### config.mk
export PLATFORM = sky130hd
export DESIGN_NAME = gpio_debounce
export DESIGN_NICKNAME = d
export VERILOG_FILES = /design/src/rtl/gpio_debounce.sv
export SDC_FILE = /design/constraint.sdc
export NUM_CORES = 1
export LEC_CHECK = 0
export BUFFER_PORTS_ARGS = -buffer_cell sky130_fd_sc_hd__buf_2
export CORE_MARGIN = 2
export CORE_UTILIZATION = 50
export DETAILED_ROUTE_END_ITERATION = 7
export PLACE_DENSITY = 0.67
export SLEW_MARGIN = 20
export SYNTH_ARGS = -nofsm -noshare
export SYNTH_HDL_FRONTEND = slang
export SYNTH_SLANG_ARGS = --single-unit
### constraint.sdc
create_clock -name clk -period 9.8 [get_ports clk]
set_clock_uncertainty 0.1 [all_clocks]
set_input_delay 1.47 -clock clk [delete_from_list [all_inputs] [get_ports clk]]
set_output_delay 1.47 -clock clk [all_outputs]
set_load 0.03 [all_outputs]
### src/rtl/gpio_debounce.sv
// gpio_debounce: multi-channel pad synchroniser and tick-based debouncer.
// Each channel synchronises its pad, counts prescaler ticks while the synchronised
// value differs from the accepted level, and accepts the new value after db_len ticks.
// Edge pulses and sticky event flags are reported per channel.
module gpio_debounce #(
  parameter int unsigned CH          = 8,
  parameter int unsigned SYNC_STAGES = 2,
  parameter int unsigned PRESC_W     = 16,
  parameter int unsigned DB_W        = 8,
  parameter logic        RESET_LEVEL = 1'b0
) (
  input  logic               clk,
  input  logic               reset,
  input  logic [PRESC_W-1:0] presc_div,
  input  logic [DB_W-1:0]    db_len,
  input  logic [CH-1:0]      pad_i,
  input  logic [CH-1:0]      evt_clr_i,
  output logic               tick_o,
  output logic [CH-1:0]      level_o,
  output logic [CH-1:0]      rise_o,
  output logic [CH-1:0]      fall_o,
  output logic [CH-1:0]      evt_o
);

  localparam logic [PRESC_W-1:0] PrescOne = PRESC_W'(1);
  localparam logic [DB_W:0]      DbOne    = (DB_W + 1)'(1);
  localparam logic [DB_W-1:0]    DbLenMin = DB_W'(1);

  // Synchroniser chain; stage SYNC_STAGES-1 is the only view of the pads.
  logic [CH-1:0] sync_q [SYNC_STAGES];
  logic [CH-1:0] sync_d [SYNC_STAGES];
  logic [CH-1:0] sync_s;

  logic [PRESC_W-1:0] presc_cnt_q, presc_cnt_d;
  logic               presc_hit;

  logic [DB_W-1:0] db_cnt_q [CH];
  logic [DB_W-1:0] db_cnt_d [CH];
  logic [DB_W-1:0] db_len_eff;
  logic [DB_W:0]   db_inc;

  logic [CH-1:0] level_q, level_d;
  logic [CH-1:0] rise_q, rise_d;
  logic [CH-1:0] fall_q, fall_d;
  logic [CH-1:0] evt_q, evt_d;

  // Shift each pad one stage further down its synchroniser chain.
  always_comb begin
    sync_d[0] = pad_i;
    for (int k = 1; k < int'(SYNC_STAGES); k++) begin
      sync_d[k] = sync_q[k-1];
    end
    sync_s = sync_q[SYNC_STAGES-1];
  end

  // Prescaler: tick whenever the count has reached presc_div, then wrap.
  // Using >= lets a lowered presc_div tick immediately instead of overflowing.
  always_comb begin
    presc_hit   = (presc_cnt_q >= presc_div);
    presc_cnt_d = presc_hit ? '0 : presc_cnt_q + PrescOne;
    tick_o      = presc_hit & ~reset;
  end

  // Per-channel debounce: count ticks while the synchronised input differs from
  // the accepted level; any agreement clears the count (bounce rejection).
  always_comb begin
    db_len_eff = (db_len == '0) ? DbLenMin : db_len;
    db_inc     = '0;
    level_d    = level_q;
    rise_d     = '0;
    fall_d     = '0;
    for (int i = 0; i < int'(CH); i++) begin
      db_cnt_d[i] = db_cnt_q[i];
      db_inc      = {1'b0, db_cnt_q[i]} + DbOne;
      if (sync_s[i] == level_q[i]) begin
        db_cnt_d[i] = '0;
      end else if (presc_hit) begin
        if (db_inc >= {1'b0, db_len_eff}) begin
          level_d[i]  = sync_s[i];
          db_cnt_d[i] = '0;
          rise_d[i]   = sync_s[i];
          fall_d[i]   = ~sync_s[i];
        end else begin
          db_cnt_d[i] = db_inc[DB_W-1:0];
        end
      end
    end
  end

  // Sticky event flags: a reported edge wins over a simultaneous clear.
  always_comb begin
    evt_d = (evt_q & ~evt_clr_i) | rise_q | fall_q;
  end

  // State registers with asynchronous active-high reset.
  always_ff @(posedge clk or posedge reset) begin
    if (reset) begin
      for (int k = 0; k < int'(SYNC_STAGES); k++) begin
        sync_q[k] <= {CH{RESET_LEVEL}};
      end
      for (int i = 0; i < int'(CH); i++) begin
        db_cnt_q[i] <= '0;
      end
      presc_cnt_q <= '0;
      level_q     <= {CH{RESET_LEVEL}};
      rise_q      <= '0;
      fall_q      <= '0;
      evt_q       <= '0;
    end else begin
      for (int k = 0; k < int'(SYNC_STAGES); k++) begin
        sync_q[k] <= sync_d[k];
      end
      for (int i = 0; i < int'(CH); i++) begin
        db_cnt_q[i] <= db_cnt_d[i];
      end
      presc_cnt_q <= presc_cnt_d;
      level_q     <= level_d;
      rise_q      <= rise_d;
      fall_q      <= fall_d;
      evt_q       <= evt_d;
    end
  end

  assign level_o = level_q;
  assign rise_o  = rise_q;
  assign fall_o  = fall_q;
  assign evt_o   = evt_q;

endmodule
---- Yosys cells after proc, flatten, opt, wreduce, memory -nomap -nowiden ----
Index checks and enable logic that the tools add are counted.
word-level totals
  flip-flop bits (word level) ............. 128
  input port bits ......................... 42
  output and inout port bits .............. 33
  logic and storage cells ................. 161
cells by class
  $add $sub $neg .......................... 9
  $lt $le $gt $ge ......................... 9
  equal/unequal tests ..................... 8
  mux-type cells .......................... 74
  bitwise operators ....................... 22
  reductions and logical operators ........ 17
operator list
  cell                   count
  $mux 8                 25
  $add 8x1->9 const B    8
  $ge 9x8->1             8
  $mux 1                 48
  $reduce_and 3->1       8
  $not 1->1              17
  $add 16x1->16 const B  1
  $ge 16x16->1           1
  $mux 16                1
  $or 8x8->8             2
  $reduce_bool 2->1      8
  $and 8x8->8            1
  $eq 1x1->1             8
  $logic_not 8->1        1
  $not 8->8              1
  $and 1x1->1            1

---- Logic depth before layout (Yosys ltp) ----
Gate-level depths: netlist of the first run.
  depth after elaboration ................. 6
  gate-level depth with buffers ........... 13

---- Worst setup path after synthesis of the first run ----
OpenSTA, ideal clock, no wires.
  path kind ............................... input to output
  start point ............................. input presc_div[11]
  end point ............................... output tick_o
  arrival ................................. 3182 ps
  data required time ...................... 8230 ps
  path slack .............................. 5048 ps
  stages on the path ...................... 9
  buffers on the path ..................... 2
  cell sequence ........................... inv_1 -> ha_1 -> and4_1 -> nand3_1 -> nor3_1 -> a211oi_2 -> buf_2 -> clkbuf_1 -> nor2_1
on the way
  cells in the longest elaborated chain, start to end .. 2
RTL lines
  item                line  source
  start: declaration  14    input logic [PRESC_W-1:0] presc_div,
  $ge 16x16->1        59    presc_hit = (presc_cnt_q >= presc_div);
  $and 1x1->1         61    tick_o = presc_hit & ~reset;
  end: declaration    18    output logic tick_o,
No other way between the ends.

---- Worst setup path after layout of the first run ----
Same ends and word-level chain as after synthesis.

==> key figures, run 1 <==
Global routing
  • Largest net degree at the start of global routing: 85
  • Antenna violations before repair: 0
  • First-pass GRT wire length: 28400 um
  • Vias in the first global route: 5887
  • Met3 Use GR: 0.0375
  • Grt met2 use: 0.348
  • Met1 Use GR: 0.280
  • Gr busiest metal: met2
  • Total congestion overflow: 0
  • Gr usage total: 0.208

Layout
  • Most frequent cells in the layout: dfrtp_1 (128), nand3_1 (84), nor2_1 (75)
  • Share of cells above drive strength 1: 0.154
  • Register Area: 0.00320 sq mm
  • Multi-input gate area: 0.00450 sq mm
  • Commonest non-fill, non-tap cell in the layout: dfrtp_1
  • Area Growth Syn to Fin: 12.9%
  • Nets: 1020
  • Fillers: 1410
  • Final core utilization: 0.575
  • Antenna diodes: 0

Timing
  • Fin crit share: 0.465
  • Worst-margin pin slew: 890 ps
  • Post-route minimum period: 4560 ps
  • Final Hold Viols: 0
  • Setup TNS: 0 ps
  • Final Setup Violations: 0
  • RSZ-0062 raised after global routing: no
  • Max_slew headroom: 0.406
  • Fmax: 219 MHz
  • Slew Limit Fails: 0

Setup path
  • Crit-path slowest cell: nor3_1
  • Crit path capture type: output port
  • Top delay family on crit path: simple AND/OR/NAND/NOR gates
  • CP required: 8230 ps
  • Worst EP arrival: 2990 ps
  • CP Class: input pin to output port
  • Worst-path cell chain: buf_2 -> inv_1 -> ha_1 -> and4_1 -> nand3_1 -> nor3_1 -> a211oi_4 -> nor2_1 -> buf_2
  • Max incr delay on CP: 370 ps
  • Worst Path Buf+Inv: 3
  • CP max FO: 2
  • Cell mode on critical path: buf_2
  • Critical Path Source Type: input pin

Synth
  • Synth area leader: dfrtp_1
  • Area of the mapped netlist: 0.00806 sq mm
  • Ranking of synthesized cells by area: dfrtp_1 (40%), ha_1 (11%), nand3_1 (5.2%)
  • Avg Inst Size Synth: 9.58 sq um
  • Post-Synthesis Cells: 842
  • Async S/R FF share, synth: 1.00
  • Register area share after synthesis: 0.397
  • Yosys cell types: 57
  • Number of synthesized flops with an enable pin: 0
  • Post-synth top flop: dfrtp_1
  • Synth warnings: 0
  • Syn_nets: 958
  • Yosys reg bits: 128
  • Yosys top cell area share: 0.397

Drt
  • Via/cell ratio: 5.58
  • Vias: 6315
  • DRC viols: 0
  • TritonRoute pass-1 iters: 5
  • Avg WL per Cell: 14.8 um
  • Antenna-violating nets left: 0
  • Initial DRC count: 332
  • Post-Route WL: 16700 um

Clock network
  • Num CTS Buffers: 17
  • Clock H-tree levels: 4
  • Resize count post-CTS: 0
  • Worst-path clk slew: 60 ps
  • Clk buf depth: 2
  • Later-pin clock latency in the skew report: 410 ps
  • CTS tree: done
  • CTS Hold Buffers Added: 0
  • Clock root buffer: clkbuf_16
  • Post-CTS setup repair buffer count: 0
  • CTS Sinks: 128

Pwr
  • Final Power: 1.46 mW
  • Static leakage: 4.39 nW
  • Switching share of total power: 0.285
  • Peak VDD IR: 119 uV
  • Clock power frac: 0.430
  • Comb power frac: 0.160
  • Reg power frac: 0.410
  • Cell Int Power: 1.04 mW
  • P_sw: 0.415 mW
  • Power Density: 160 mW/mm^2

Die
  • Initial core utilization: 0.509
  • Die area: 0.0172 sq mm
  • Die Wd: 131 um
  • Rows: 46
  • Core Region: 0.0158 sq mm
  • Die height: 131 um
  • I/O Pins: 75

Min path
  • Hold Crit Class: flip-flop to flip-flop

Placed design
  • Port bufs: 74
  • Gpl congestion: 0.818
  • Dpl hpwl: 11300 um

Job
  • Max-cap violation count: 0

Status
  • Status: finished clean
==> routing by layer <==
metal | up-vias | part of all wire
li1 | 3159 | -
met1 | 3031 | 0.46
met2 | 115 | 0.49
met3 | 10 | 0.038
met4 | 0 | 0.0082
met5 | - | 0
==> logic make-up after synthesis <==
| logic type | after synthesis | share of synthesized area |
|---|---|---|
| buffers and inverters | 72 | 0.0462 |
| AO/OA/AOI/OAI | 161 | 0.122 |
| multiplexers | 10 | 0.0152 |
| AND/OR/NAND/NOR | 324 | 0.220 |
| adder cells (fa/ha/maj) | 77 | 0.119 |
| XOR/XNOR | 70 | 0.0807 |
| flip-flops | 128 | 0.397 |
==> path summary, 6_finish.rpt <==
check                                 from      endpoint  slack (ps)  cells past startpoint
min reg2reg                      sync_d[2]     sync_s[2]         250                      0
min                              sync_d[2]     sync_s[2]         250                      0
max                          presc_div[11]        tick_o        5240                      9
max in group asynchronous            reset  db_cnt_q[14]        7330                      3
min in group asynchronous            reset     sync_s[1]        1050                      2
max reg2reg                presc_cnt_q[11]  db_cnt_q[43]        6390                      8
==> per-stage QoR <==
stage,cell area (sq um),hold WS [ps],std cells,setup slack [ps]
4_1_cts,9100,247,1132,5250
6_report,9100,245,1132,5240
5_1_grt,9100,248,1132,5110
3_3_place_gp,8510,232,1101,5280
2_1_floorplan,8060,231,842,4820
3_5_place_dp,8510,235,1101,5250
==> power groups by stage <==
stage	clock [mW]	combinational [mW]	sequential [mW]
after CTS	0.638	0.238	0.598
after global placement	0	0.229	0.606
after floorplan	0	0.180	0.599
final	0.626	0.233	0.597
after detailed placement	0	0.235	0.607
after global routing	0.666	0.270	0.603
==> synth_stat cells (all sizes together) (4+ instances only) <==
cell	number
nand2b	9
a31oi	8
o21a	4
dfrtp	128
nor3	9
nand3	87
a21o	10
mux2	9
nor2	83
a211oi	6
o31ai	8
nor4	23
clkbuf	6
nor4b	16
and2	7
o21ai	50
ha	74
o221ai	5
nand4b	7
o22ai	7
a21oi	52
nand4	6
nand2	40
xor2	36
inv	38
and3	32
xnor2	34
buf	28
==> worst reg2reg max path: cells and delay by family, from the launching register on <==
kind / cells / cell delay (ps)
compound gates: 3 / 1070
flops: 1 / 420
buf+inv: 1 / 710
simple gates: 3 / 690
fa+ha+maj: 1 / 310
==> cell type report <==
| cell class | count | area share |
|---|---|---|
| Sequential cell | 128 | 0.352 |
| Clock buffer | 21 | 0.0528 |
| Multi-Input combinational cell | 642 | 0.494 |
| Timing Repair Buffer | 77 | 0.0432 |
| Inverter | 38 | 0.0162 |
| Tap cell | 216 | 0.0297 |
| Clock inverter | 10 | 0.0121 |
==> registers in the layout (all words and copies together), names as in the netlist <==
signal	count
evt_o	8
rise_o	8
presc_cnt_q	16
fall_o	8
level_o	8
db_cnt_q	64
sync_d	8
sync_s	8
No activity file was read; power rests on OpenSTA's default activity.
==> run 2: changes to the inputs <==
ABC_AREA = 1   (was not set)
clock period = 4.35 ns   (was 9.8 ns; I/O delays follow)
==> run 2 against run 1 <==
  * Total power grew to 2.7 times the previous value
  * Via count is 6.3% higher
  * Critical endpoint unchanged
  * Global-route usage shrank 0.78 points
  * Highest routed layer unchanged
  * Register-to-register slack worse by 4700 ps
  * Worst setup slack worse by 4000 ps
  * Core utilization is 1.5 points higher
  * Flip-flop and latch count is the same
==> key figures, run 2 <==
Die
  • Die Wd: 132 um (was 131 um)
  • Core Region: 0.0160 sq mm (was 0.0158 sq mm)
  • Rows: 46 (unchanged)
  • Die height: 132 um (was 131 um)
  • Initial core utilization: 0.516 (was 0.509)
  • I/O Pins: 75 (unchanged)
  • Die area: 0.0175 sq mm (was 0.0172 sq mm)

Clock network
  • CTS tree: done (unchanged)
  • Clock root buffer: clkbuf_16 (unchanged)
  • CTS Sinks: 128 (unchanged)
  • Worst-path clk slew: 60 ps (about the same)
  • Clk buf depth: 2 (unchanged)
  • CTS Hold Buffers Added: 0 (unchanged)
  • Later-pin clock latency in the skew report: 420 ps (was 410 ps)
  • Num CTS Buffers: 17 (unchanged)
  • Resize count post-CTS: 0 (unchanged)
  • Post-CTS setup repair buffer count: 0 (unchanged)
  • Clock H-tree levels: 4 (unchanged)

Global routing
  • Total congestion overflow: 0 (unchanged)
  • First-pass GRT wire length: 28800 um (was 28400 um)
  • Largest net degree at the start of global routing: 129 (was 85)
  • Gr usage total: 0.200 (was 0.208)
  • Vias in the first global route: 6421 (was 5887)
  • Antenna violations before repair: 0 (unchanged)

Setup path
  • Worst Setup EP: tick_o (unchanged)
  • Crit path capture type: output port (unchanged)
  • Critical Path Source Type: flip-flop (was input pin)
  • Critical R2R Capture: db_cnt_q[30] (was db_cnt_q[43])
  • R2r startpoint: db_cnt_q[24] (was presc_cnt_q[11])
  • R2r setup slk: 1720 ps (was 6390 ps)
  • CP max FO: 14 (was 2)
  • Worst EP arrival: 2360 ps (was 2990 ps)
  • CP required: 3600 ps (was 8230 ps)
  • CP Class: flip-flop to output port (was input pin to output port)
  • R2R depth: 16 (was 8)
  • Setup crit start: presc_cnt_q[13] (was presc_div[11])

Timing
  • Slew Limit Fails: 0 (unchanged)
  • Setup WS post-layout: 1240 ps (was 5240 ps)
  • RSZ-0062 raised after global routing: no (unchanged)
  • Setup TNS: 0 ps (unchanged)
  • Final Setup Violations: 0 (unchanged)
  • Post-route minimum period: 3110 ps
  • Fin crit share: 0.715
  • Max_slew headroom: 0.541 (was 0.406)
  • Worst-margin pin slew: 689 ps (was 890 ps)
  • Final Hold Viols: 0 (unchanged)
  • Fmax: 321 MHz

Layout
  • Register Area: 0.00320 sq mm (unchanged)
  • Multi-input gate area: 0.00427 sq mm (was 0.00450 sq mm)
  • Share of cells above drive strength 1: 0.135 (was 0.154)
  • Most frequent cells in the layout: nand2_1 (227), inv_1 (173), dfrtp_1 (128) (was dfrtp_1 (128), nand3_1 (84), nor2_1 (75))
  • Top Registers: db_cnt_q: 64 flops, presc_cnt_q: 16 flops (unchanged)
  • Max reg flops: 64 (unchanged)
  • Antenna diodes: 0 (unchanged)
  • Nets: 1236 (was 1020)
  • Fin cells: 1349 (was 1132)
  • Reg with most FFs: db_cnt_q (unchanged)
  • Area Growth Syn to Fin: 14.4% (was 12.9%)
  • Fillers: 1461 (was 1410)
  • Commonest non-fill, non-tap cell in the layout: nand2_1 (was dfrtp_1)

Drt
  • Via/cell ratio: 4.97 (was 5.58)
  • Initial DRC count: 296 (was 332)
  • Vias: 6710 (was 6315)
  • Post-Route WL: 16400 um (was 16700 um)
  • DRC viols: 0 (unchanged)
  • Antenna-violating nets left: 0 (unchanged)
  • TritonRoute pass-1 iters: 5 (unchanged)
  • Avg WL per Cell: 12.2 um (was 14.8 um)

Synth
  • Ranking of synthesized cells by area: dfrtp_1 (39%), ha_1 (11%), nand2_1 (10%) (was dfrtp_1 (40%), ha_1 (11%), nand3_1 (5.2%))
  • Register area share after synthesis: 0.388 (was 0.397)
  • Avg Inst Size Synth: 7.95 sq um (was 9.58 sq um)
  • Post-Synthesis Cells: 1037 (was 842)
  • Post-synth top flop: dfrtp_1 (unchanged)
  • Yosys reg bits: 128 (unchanged)
  • Yosys cell types: 41 (was 57)
  • Most numerous cell in the Yosys netlist: nand2_1 (was dfrtp_1)
  • Yosys top cell area share: 0.388 (was 0.397)
  • Async S/R FF share, synth: 1.00 (unchanged)
  • Synth warnings: 0 (unchanged)
  • Number of synthesized flops with an enable pin: 0 (unchanged)
  • Syn_nets: 1153 (was 958)
  • Synth top cells by count: nand2_1 (227), inv_1 (174), dfrtp_1 (128) (was dfrtp_1 (128), nand3_1 (84), nor2_1 (75))
  • Area of the mapped netlist: 0.00825 sq mm (was 0.00806 sq mm)
  • Synth area leader: dfrtp_1 (unchanged)

Status
  • Status: finished clean (unchanged)

Pwr
  • Peak VDD IR: 288 uV (was 119 uV)
  • Power Density: 423 mW/mm^2 (was 160 mW/mm^2)
  • Static leakage: 5.16 nW (was 4.39 nW)

Placed design
  • Pre-CTS setup slack: 1270 ps (was 5250 ps)
  • Gpl congestion: 0.813 (was 0.818)
  • Port bufs: 74 (unchanged)
  • DP Cell Count: 1317 (was 1101)
  • Dpl hpwl: 11500 um (was 11300 um)

Min path
  • Hold Crit Class: input pin to flip-flop (was flip-flop to flip-flop)
  • Hold Path Stages: 1 (was 0)

Job
  • Max-cap violation count: 0 (unchanged)
run 2: cell count changes in the layout (fill, tap and decap cells not counted), moves of 14 or more:
cell / delta
a21oi_1: -14
and3_1: -28
inv_1: +136
nand2_1: +188
nand3_1: -32
nand4_1: +33
nor4_1: -21
nor4b_1: -16
o21ai_0: +14
xnor2_1: -28
run 2: layer usage:
metal  share of wire  GRT usage  wire (um)
met1            0.48      0.261       7950
met2            0.47      0.332       7640
met3           0.036     0.0441        588
met4           0.014     0.0663        235
met5               0          0          0
run 2: metrics by stage:
| step | power (mW) | hold slack (ps) | util | cell area [sq um] |
|---|---|---|---|---|
| global placement | 2.58 | 234 | 0.553 | 8840 |
| global route | 4.30 | 216 | 0.590 | 9440 |
| floorplan | 2.35 | 231 | - | 8250 |
| detailed placement | 2.60 | 236 | 0.553 | 8840 |
| finish | 3.99 | 231 | 0.590 | 9440 |
| CTS | 4.04 | 219 | 0.590 | 9440 |
run 2: logic make-up after synthesis:
kind of cell,share of synthesized area
flops,0.388
simple gates,0.261
fa+ha+maj,0.112
buf+inv,0.0956
compound gates,0.0905
xor+xnor,0.0520
run 2: area by class of cell:
| type | instances | share of cell area |
|---|---|---|
| multi-input cells | 716 | 0.452 |
| well taps | 216 | 0.0286 |
| clock inverters | 9 | 0.0113 |
| clock buffers | 23 | 0.0517 |
| flip-flops and latches | 128 | 0.339 |
| repair buffers | 78 | 0.0451 |
| inverters | 179 | 0.0717 |
run 2: worst min path at each step:
stage | to | slack, ps | start
floorplan | sync_s[0] | 230 | sync_d[0]
global placement | sync_s[6] | 230 | sync_d[6]
detailed placement | sync_s[2] | 240 | sync_d[2]
CTS | sync_d[3] | 220 | pad_i[3]
global route | sync_d[3] | 220 | pad_i[3]
finish | sync_d[5] | 230 | pad_i[5]
run 2: critical path, stage by stage, from the launching register on:
cell	delay (ps)
dfrtp_1	420
ha_1	310
nand2_1	90
nor4_2	320
nand3_1	170
nand3_4	250
nand2_1	120
inv_1	70
buf_2	180
run 2: power by group:
| part | leakage (nW) | total (mW) | switching (mW) | internal [mW] |
|---|---|---|---|---|
| clock network | 0.285 | 1.42 | 0.520 | 0.901 |
| registers | 1.72 | 1.51 | 0.161 | 1.35 |
| logic | 3.15 | 1.06 | 0.667 | 0.392 |
